[src/rtl/mem_stage_if.sv]
// Memory-stage bundle: pipeline request/response on one side, 16-bit SRAM bus on the other.
// The master modport is the environment (pipeline + SRAM); the slave modport is the controller.
interface mem_stage_if #(
  parameter int BIT_NUMBER = 32
);
  logic                  mem_r_en;
  logic                  mem_w_en;
  logic [BIT_NUMBER-1:0] address;
  logic [BIT_NUMBER-1:0] st_val;
  logic                  ready;
  logic [BIT_NUMBER-1:0] rd_data;
  logic [17:0]           sram_addr;
  logic [15:0]           sram_dq_out;
  logic                  sram_dq_oe;
  logic                  sram_we_n;
  logic [15:0]           sram_dq_in;
  logic [1:0]            dbg_state;

  // Handshake: ready is the only flow control. While a request is held and
  // ready=0 the pipeline is frozen and mem_r_en/mem_w_en/address/st_val must
  // stay stable; the access is complete in the cycle where ready=1 (rd_data valid).
  modport master (
    output mem_r_en, mem_w_en, address, st_val, sram_dq_in,
    input  ready, rd_data, sram_addr, sram_dq_out, sram_dq_oe, sram_we_n, dbg_state
  );

  modport slave (
    input  mem_r_en, mem_w_en, address, st_val, sram_dq_in,
    output ready, rd_data, sram_addr, sram_dq_out, sram_dq_oe, sram_we_n, dbg_state
  );
endinterface

[src/rtl/mem_stage_ctrl.sv]
// Memory-stage controller: splits each 32-bit load/store into two timed 16-bit SRAM
// accesses and stalls the pipeline (ready=0) until the word is done.
module mem_stage_ctrl #(
  parameter int BIT_NUMBER  = 32,
  parameter int ADDR_OFFSET = 1024,
  parameter int WAIT_CYCLES = 2
) (
  input  logic       clk,
  input  logic       rst,
  mem_stage_if.slave bus
);

  typedef enum logic [1:0] {
    IDLE = 2'd0,
    LOW  = 2'd1,
    HIGH = 2'd2,
    DONE = 2'd3
  } state_t;

  localparam logic [3:0]            CNT_LAST    = 4'(WAIT_CYCLES - 1);
  localparam logic [BIT_NUMBER-1:0] OFFSET_BASE = BIT_NUMBER'(ADDR_OFFSET);

  state_t                state, state_nxt;
  logic [3:0]            cnt, cnt_nxt;
  logic [15:0]           low_half;
  logic [BIT_NUMBER-1:0] rd_q;
  logic                  req;
  logic                  is_store;
  logic                  is_load;
  logic                  term;
  logic [BIT_NUMBER-1:0] offset;
  logic [16:0]           word;
  logic                  unused_offset_bits;

  // A simultaneous read+write request is treated as a store only.
  assign req      = bus.mem_r_en | bus.mem_w_en;
  assign is_store = bus.mem_w_en;
  assign is_load  = bus.mem_r_en & ~bus.mem_w_en;
  assign term     = (cnt == CNT_LAST);

  assign offset             = bus.address - OFFSET_BASE;
  assign word               = offset[18:2];
  assign unused_offset_bits = ^{offset[BIT_NUMBER-1:19], offset[1:0]};

  always_ff @(posedge clk or posedge rst) begin
    if (rst) begin
      state    <= IDLE;
      cnt      <= '0;
      low_half <= '0;
      rd_q     <= '0;
    end else begin
      state <= state_nxt;
      cnt   <= cnt_nxt;
      if (state == LOW && term && is_load) begin
        low_half <= bus.sram_dq_in;
      end
      if (state == HIGH && term && is_load) begin
        rd_q <= BIT_NUMBER'({bus.sram_dq_in, low_half});
      end
    end
  end

  always_comb begin
    state_nxt = state;
    cnt_nxt   = cnt;
    case (state)
      IDLE: begin
        if (req) begin
          state_nxt = LOW;
          cnt_nxt   = '0;
        end
      end
      LOW: begin
        if (term) begin
          state_nxt = HIGH;
          cnt_nxt   = '0;
        end else begin
          cnt_nxt = cnt + 4'd1;
        end
      end
      HIGH: begin
        if (term) begin
          state_nxt = DONE;
          cnt_nxt   = '0;
        end else begin
          cnt_nxt = cnt + 4'd1;
        end
      end
      // The pipeline advances on the DONE edge, so never relaunch from here.
      DONE: begin
        state_nxt = IDLE;
        cnt_nxt   = '0;
      end
      default: begin
        state_nxt = IDLE;
        cnt_nxt   = '0;
      end
    endcase
  end

  always_comb begin
    bus.ready       = ~req | (state == DONE);
    bus.sram_addr   = '0;
    bus.sram_we_n   = 1'b1;
    bus.sram_dq_oe  = 1'b0;
    bus.sram_dq_out = '0;
    if (state == LOW || state == HIGH) begin
      bus.sram_addr = {word, (state == HIGH)};
      if (is_store) begin
        bus.sram_we_n   = 1'b0;
        bus.sram_dq_oe  = 1'b1;
        bus.sram_dq_out = (state == HIGH) ? bus.st_val[31:16] : bus.st_val[15:0];
      end
    end
  end

  assign bus.rd_data   = rd_q;
  assign bus.dbg_state = state;

endmodule

[src/flat_wrapper.sv]
// flat-port wrapper written by rule: the top's interface ports become plain ports
module mem_stage_ctrl_flat 
#(
  parameter int BIT_NUMBER  = 32,
  parameter int ADDR_OFFSET = 1024,
  parameter int WAIT_CYCLES = 2
)
  (clk, rst, bus_mem_r_en, bus_mem_w_en, bus_address, bus_st_val, bus_sram_dq_in, bus_ready, bus_rd_data, bus_sram_addr, bus_sram_dq_out, bus_sram_dq_oe, bus_sram_we_n, bus_dbg_state);
  mem_stage_if #(.BIT_NUMBER(BIT_NUMBER)) bus_i ();
  input  logic clk;
  input  logic rst;
  input wire logic [$bits(bus_i.mem_r_en)-1:0] bus_mem_r_en;
  input wire logic [$bits(bus_i.mem_w_en)-1:0] bus_mem_w_en;
  input wire logic [$bits(bus_i.address)-1:0] bus_address;
  input wire logic [$bits(bus_i.st_val)-1:0] bus_st_val;
  input wire logic [$bits(bus_i.sram_dq_in)-1:0] bus_sram_dq_in;
  output wire logic [$bits(bus_i.ready)-1:0] bus_ready;
  output wire logic [$bits(bus_i.rd_data)-1:0] bus_rd_data;
  output wire logic [$bits(bus_i.sram_addr)-1:0] bus_sram_addr;
  output wire logic [$bits(bus_i.sram_dq_out)-1:0] bus_sram_dq_out;
  output wire logic [$bits(bus_i.sram_dq_oe)-1:0] bus_sram_dq_oe;
  output wire logic [$bits(bus_i.sram_we_n)-1:0] bus_sram_we_n;
  output wire logic [$bits(bus_i.dbg_state)-1:0] bus_dbg_state;
  assign bus_i.mem_r_en = bus_mem_r_en;
  assign bus_i.mem_w_en = bus_mem_w_en;
  assign bus_i.address = bus_address;
  assign bus_i.st_val = bus_st_val;
  assign bus_i.sram_dq_in = bus_sram_dq_in;
  assign bus_ready = bus_i.ready;
  assign bus_rd_data = bus_i.rd_data;
  assign bus_sram_addr = bus_i.sram_addr;
  assign bus_sram_dq_out = bus_i.sram_dq_out;
  assign bus_sram_dq_oe = bus_i.sram_dq_oe;
  assign bus_sram_we_n = bus_i.sram_we_n;
  assign bus_dbg_state = bus_i.dbg_state;
  mem_stage_ctrl #(.BIT_NUMBER(BIT_NUMBER), .ADDR_OFFSET(ADDR_OFFSET), .WAIT_CYCLES(WAIT_CYCLES)) u_core (.clk(clk), .rst(rst), .bus(bus_i));
endmodule
[config.mk]
export PLATFORM = sky130hd
export DESIGN_NAME = mem_stage_ctrl_flat
export DESIGN_NICKNAME = d
export VERILOG_FILES = /design/src/rtl/mem_stage_if.sv /design/src/rtl/mem_stage_ctrl.sv /design/src/flat_wrapper.sv
export SDC_FILE = /design/constraint.sdc
export NUM_CORES = 1
export LEC_CHECK = 0
export BUFFER_PORTS_ARGS = -buffer_cell sky130_fd_sc_hd__buf_2
export CAP_MARGIN = 20
export CORE_MARGIN = 10
export CORE_UTILIZATION = 25
export DETAILED_ROUTE_END_ITERATION = 12
export GPL_ROUTABILITY_DRIVEN = 0
export SYNTH_ARGS = -nofsm -noshare
export SYNTH_HDL_FRONTEND = slang
export SYNTH_SLANG_ARGS = --single-unit
[constraint.sdc]
create_clock -name clk -period 2.1 [get_ports clk]
set_input_delay 0 -clock clk [delete_from_list [all_inputs] [get_ports clk]]
set_output_delay 0 -clock clk [all_outputs]
set_load 0.05 [all_outputs]
### Word level (Yosys, flattened, before mapping)

Index checks and enable logic that the tools add are counted.

* reductions and logical operators: 8
* equal/unequal tests: 7
* add/sub/neg operators: 2
* muxes and demuxes: 15
* bitwise logic cells: 5

Operators by type and width (count)
* two-way mux 16 bit: 3
* subtractor 19 x 11 -> 19 bit, second input constant: 1
* two-way mux 18 bit: 1
* case mux 4 bit (3 select lines): 1
* two-way mux 4 bit: 2
* case mux 2 bit (4 select lines): 1
* two-way mux 2 bit: 3
* != test 2 x 1 -> 1 bit, second input constant: 3
* adder 4 x 1 -> 4 bit, second input constant: 1
* equality test 2 bit, second input constant: 2
* equality test 4 x 1 -> 1 bit, second input constant: 1
* logical AND 1 bit: 4
* two-way mux 1 bit: 4
* AND reduction 3 bit: 1
* equality test 2 x 1 -> 1 bit, second input constant: 1
* zero test 2 bit: 1
* inverter 1 bit: 2
* OR 1 bit: 2
* OR reduction 2 bit: 1
* AND 1 bit: 1
* logical OR 1 bit: 1

* output and inout port bits: 71
* input port bits: 84
* word-level logic and storage cells: 41
* flip-flop bits (word level): 54

### Longest topological paths before layout

* word-level depth: 4
* mapped depth: 7
* mapped depth without buffers: 5

### Worst setup path before layout

No wires, ideal clock.

* path kind: reg-to-output
* start: register u_core.state[0], in the netlist u_core.bus.dbg_state[0]
* end: output bus_sram_dq_out[10]
* cell stages (with the launch flop): 7
* path buffers: 2
* path slack: -544 ps
* arrival: 2644 ps
* required time: 2100 ps
* cell sequence: dfrtp_1 > inv_1 > ha_1 > buf_2 > nand2_1 > clkbuf_1 > nor2_1

* longest elaborated chain between the ends: 4
* elaborated cells between the ends (all ways): 6
* classes of those cells: 2 x eq/ne; 3 x mux; 1 x reduce/logical

RTL lines
* start: declaration: line mem_stage_ctrl.sv:23 `state_t state, state_nxt;`
* start signal: assignment: line mem_stage_ctrl.sv:52 `state <= state_nxt;`
* equality test 2 bit: line mem_stage_ctrl.sv:107, mem_stage_ctrl.sv:112
* two-way mux 16 bit: line mem_stage_ctrl.sv:112 `bus.sram_dq_out = (state == HIGH) ? bus.st_val[31:16] : bus.st_val[15:0];`
* two-way mux 16 bit: line mem_stage_ctrl.sv:109 `if (is_store) begin`
* two-way mux 16 bit *: line mem_stage_ctrl.sv:107 `if (state == LOW || state == HIGH) begin`
* end: declaration: line flat_wrapper.sv:20 `output wire logic [$bits(bus_i.sram_dq_out)-1:0] bus_sram_dq_out;`

Every way passes the cells marked *; elsewhere a longest branch is shown, timed or not.

### Worst setup path after layout

* start: register u_core.state[0], in the netlist u_core.bus.dbg_state[0]
* end: output bus_sram_dq_out[8]

The elaborated chain is that of the path after synthesis.

==> impl_metrics.csv <==
group,metric,value,unit
route,routed_wirelength,8140,um
setup_path,critical_path_class,"flip-flop to output pin",
floorplan,die-area,0.0164,sq mm
setup_path,worstPathMaxFanout,19,
layout,diodes,0,
floorplan,ioPinCount,155,
timing,setup_slack,0.0953,ns
setup_path,critPathSlowestCell,"dfrtp_2",
placed_design,post-dp-hpwl,6090,um
synthesis,syn_nets,313,
route,post_drt_via_cell_ratio,4.35,
clock_tree,clkTransAtPathRegs,0.07,ns
layout,drive_gt1_share,59.8,%
synthesis,ys_seq_elements,54,
layout,nets,474,
global_route,grt_remaining_overflow,0,
floorplan,std_cell_rows,39,
timing,fin_crit,2.00,ns
global_route,grt_pass1_vias,2617,
timing,maxSlewViolCount,0,
route,post-route-drc-count,0,
clock_tree,cts_tree,"built",
clock_tree,root_buffer,"clkbuf_16",
global_route,antenna_found_initial,0,
layout,final_cells,526,
synthesis,syn_area_per_cell,13.2,sq um
global_route,grt_first_pass_wirelength,13200,um
timing,setup_violations,0,
clock_tree,htreeDepth,2,
placed_design,numPortBuffers,139,
setup_path,setup.worst_path.start_class,"flip-flop",
synthesis,yosysUniqueCellTypes,34,
job,maxCapViolations,0,
power,powerDensity,1660,mW/mm^2
route,wl_per_cell,15.5,um
setup_path,crit_chain,"clkinvlp_4, buf_4, ha_4, buf_4, mux2i_1, nor2_4, clkbuf_4",
min_path,min_path_type,"input pin to flip-flop",
timing,fin_tns_setup,0,ns
clock_tree,cts_buffer_depth,2,
timing,period_share,95.5,%
timing,finClkSkew,0.00291,ns
placed_design,dpl.cell_count,500,
layout,syn2layout_area_growth,46.7,%
power,p_leak,0.00216,uW
layout,n_fill_cell,1104,
clock_tree,cts.sinks,54,
route,drt_iter0_drc,76,
synthesis,ys_seq_area_share,46.4,%
synthesis,syn_area,0.00291,sq mm
setup_path,worst-path-buf-inv,4,
setup_path,crit_family,"buffers and inverters",
setup_path,cp.required,2.10,ns
route,vias,2286,
outcome,outcome,"finished, final reports clean",
floorplan,placeableCoreArea,0.0114,sq mm
setup_path,arrival,2.00,ns
route,dr.pass1.iters,4,
setup_path,max_stage_delay,0.45,ns
synthesis,synth-warning-count,0,
route,ant_nets,0,
timing,relSlewSlack,45.2,%
setup_path,cp-end-kind,"output pin",
floorplan,die_h,128,um
clock_tree,cts_made_buffers,5,
setup_path,path_common_cell,"buf_4",
global_route,grt_use_total,9.62,%
timing,max_freq,499,MHz
placed_design,placed_area,0.00387,sq mm
floorplan,die_w,128,um
timing,worst_pin_slew,0.821,ns
floorplan,initial_core_util,25.5,%
global_route,grt_max_degree,38,
placed_design,place_ws,0.133,ns
power,vdd_drop_max,0.00133,V
timing,hold_viol_final,0,
synthesis,netlist_instances,221,
clock_tree,clock_latency,0.29,ns
layout,final_area,0.00427,sq mm
[path summary, 6_finish.rpt]
| kind | endpoint | slack [ns] | startpoint | cells past startpoint |
|---|---|---|---|---|
| setup / recovery | bus_sram_dq_out[8] | 0.1 | u_core.bus.dbg_state[0] | 7 |
| hold / removal | u_core.cnt[1] | 0.22 | bus_mem_r_en | 5 |
| setup reg to reg | u_core.bus.rd_data[2] | 0.13 | u_core.cnt[1] | 6 |
| hold reg to reg | u_core.bus.rd_data[10] | 0.50 | u_core.low_half[10] | 1 |
| max in group asynchronous | u_core.bus.rd_data[22] | 1.02 | rst | 4 |
| min in group asynchronous | u_core.bus.rd_data[29] | 0.41 | rst | 3 |
[routing by layer]
layer,routed length (um),track usage [%],vias to the layer above
met5,0,0,-
met4,95,2.38,0
met3,843,4.80,7
met2,3890,15.6,99
met1,3300,11.1,1098
li1,-,-,1082
[Yosys cell counts]
library cell	count	area share (%)
a21o_1	1	0.26
nor2_1	23	3.0
and2_1	9	1.9
buf_12	4	2.7
xnor2_1	2	0.60
nor3b_1	1	0.26
dfrtp_1	54	46
nor4_1	2	0.43
o41ai_1	2	0.60
a21oi_1	2	0.34
clkbuf_1	2	0.26
ha_1	8	3.4
a22oi_1	2	0.52
inv_1	7	0.90
mux2_4	40	21
nor3b_4	1	0.64
or3_1	1	0.21
or4_1	1	0.26
nand3_1	2	0.34
buf_2	3	0.52
clkinv_1	1	0.13
mux2_2	8	3.1
o31ai_1	1	0.26
nor3_1	1	0.17
nor3b_2	1	0.43
nand2b_1	4	0.86
nand2_1	8	1.0
mux2i_1	20	6.9
o21bai_1	2	0.52
and4b_1	2	0.69
buf_6	2	0.77
o21ai_0	2	0.34
nor2b_1	1	0.21
or4_4	1	0.39
[what timing repair did]
action                     in CTS  in global routing
setup endpoints to repair       0                 21
buffers inserted                0                  1
hold endpoints to repair       67                  0
hold buffers                   17                  0
gates resized for setup         0                 28
[worst reg2reg max path, cell delays in order (launching register included)]
cell     delay [ns]
dfrtp_1        0.41
inv_1          0.07
ha_1           0.13
nor3b_4        0.30
and4b_2        0.30
buf_12         0.27
mux2_2         0.37
[stage by stage]
stage               hold slack, ns  total power (uW)  utilization (%)
finish                       0.222              7080             37.4
global route                 0.245              7500             37.4
CTS                          0.218              7050             36.8
detailed placement           0.227              6050             33.9
global placement             0.202              5980             33.9
floorplan                    0.148              5100                -
[cell type report]
cell class | instances | area (sq um) | share of cell area [%]
sequential | 54 | 1350 | 31.7
inverter | 8 | 33.8 | 0.791
clock inverter | 2 | 37.5 | 0.878
clock buffer | 6 | 129 | 3.02
multi-input combinational | 148 | 1530 | 35.7
tap | 143 | 179 | 4.19
timing repair buffer | 165 | 1010 | 23.7
[cell usage in the layout (no fill, tap or decap), types with 3 or more instances in the layout]
cell / instances
and2_1: 9
buf_12: 3
buf_2: 122
buf_4: 14
clkbuf_16: 5
clkbuf_4: 9
dfrtp_1: 52
dlygate4sd3_1: 17
ha_1: 6
inv_1: 5
mux2_2: 8
mux2_4: 40
mux2i_1: 17
mux2i_2: 3
nand2_1: 8
nand2b_1: 4
nor2_1: 10
nor2_2: 3
nor2_4: 10
[registers in the layout, indices dropped and copies added (netlist names)]
name                  flops
u_core.cnt                4
u_core.low_half          16
u_core.bus.dbg_state      2
u_core.bus.rd_data       32
[cell families (layout without fill, tap and decap cells)]
logic type / Yosys count / count (layout) / synth area share [%]
simple gates: 58 / 58 / 10.8
buf+inv: 19 / 181 / 5.33
compound gates: 12 / 12 / 2.84
fa+ha+maj: 8 / 8 / 3.44
mux: 68 / 68 / 30.6
flops: 54 / 54 / 46.4
xor+xnor: 2 / 2 / 0.601
[power breakdown]
part	leakage, uW	internal [uW]	switching [uW]
Sequential	0.000705	1410	223
Combinational	0.00138	1450	3060
Clock	0.0000771	564	373
Total	0.00216	3420	3650
(Power assumes the default switching activity.)
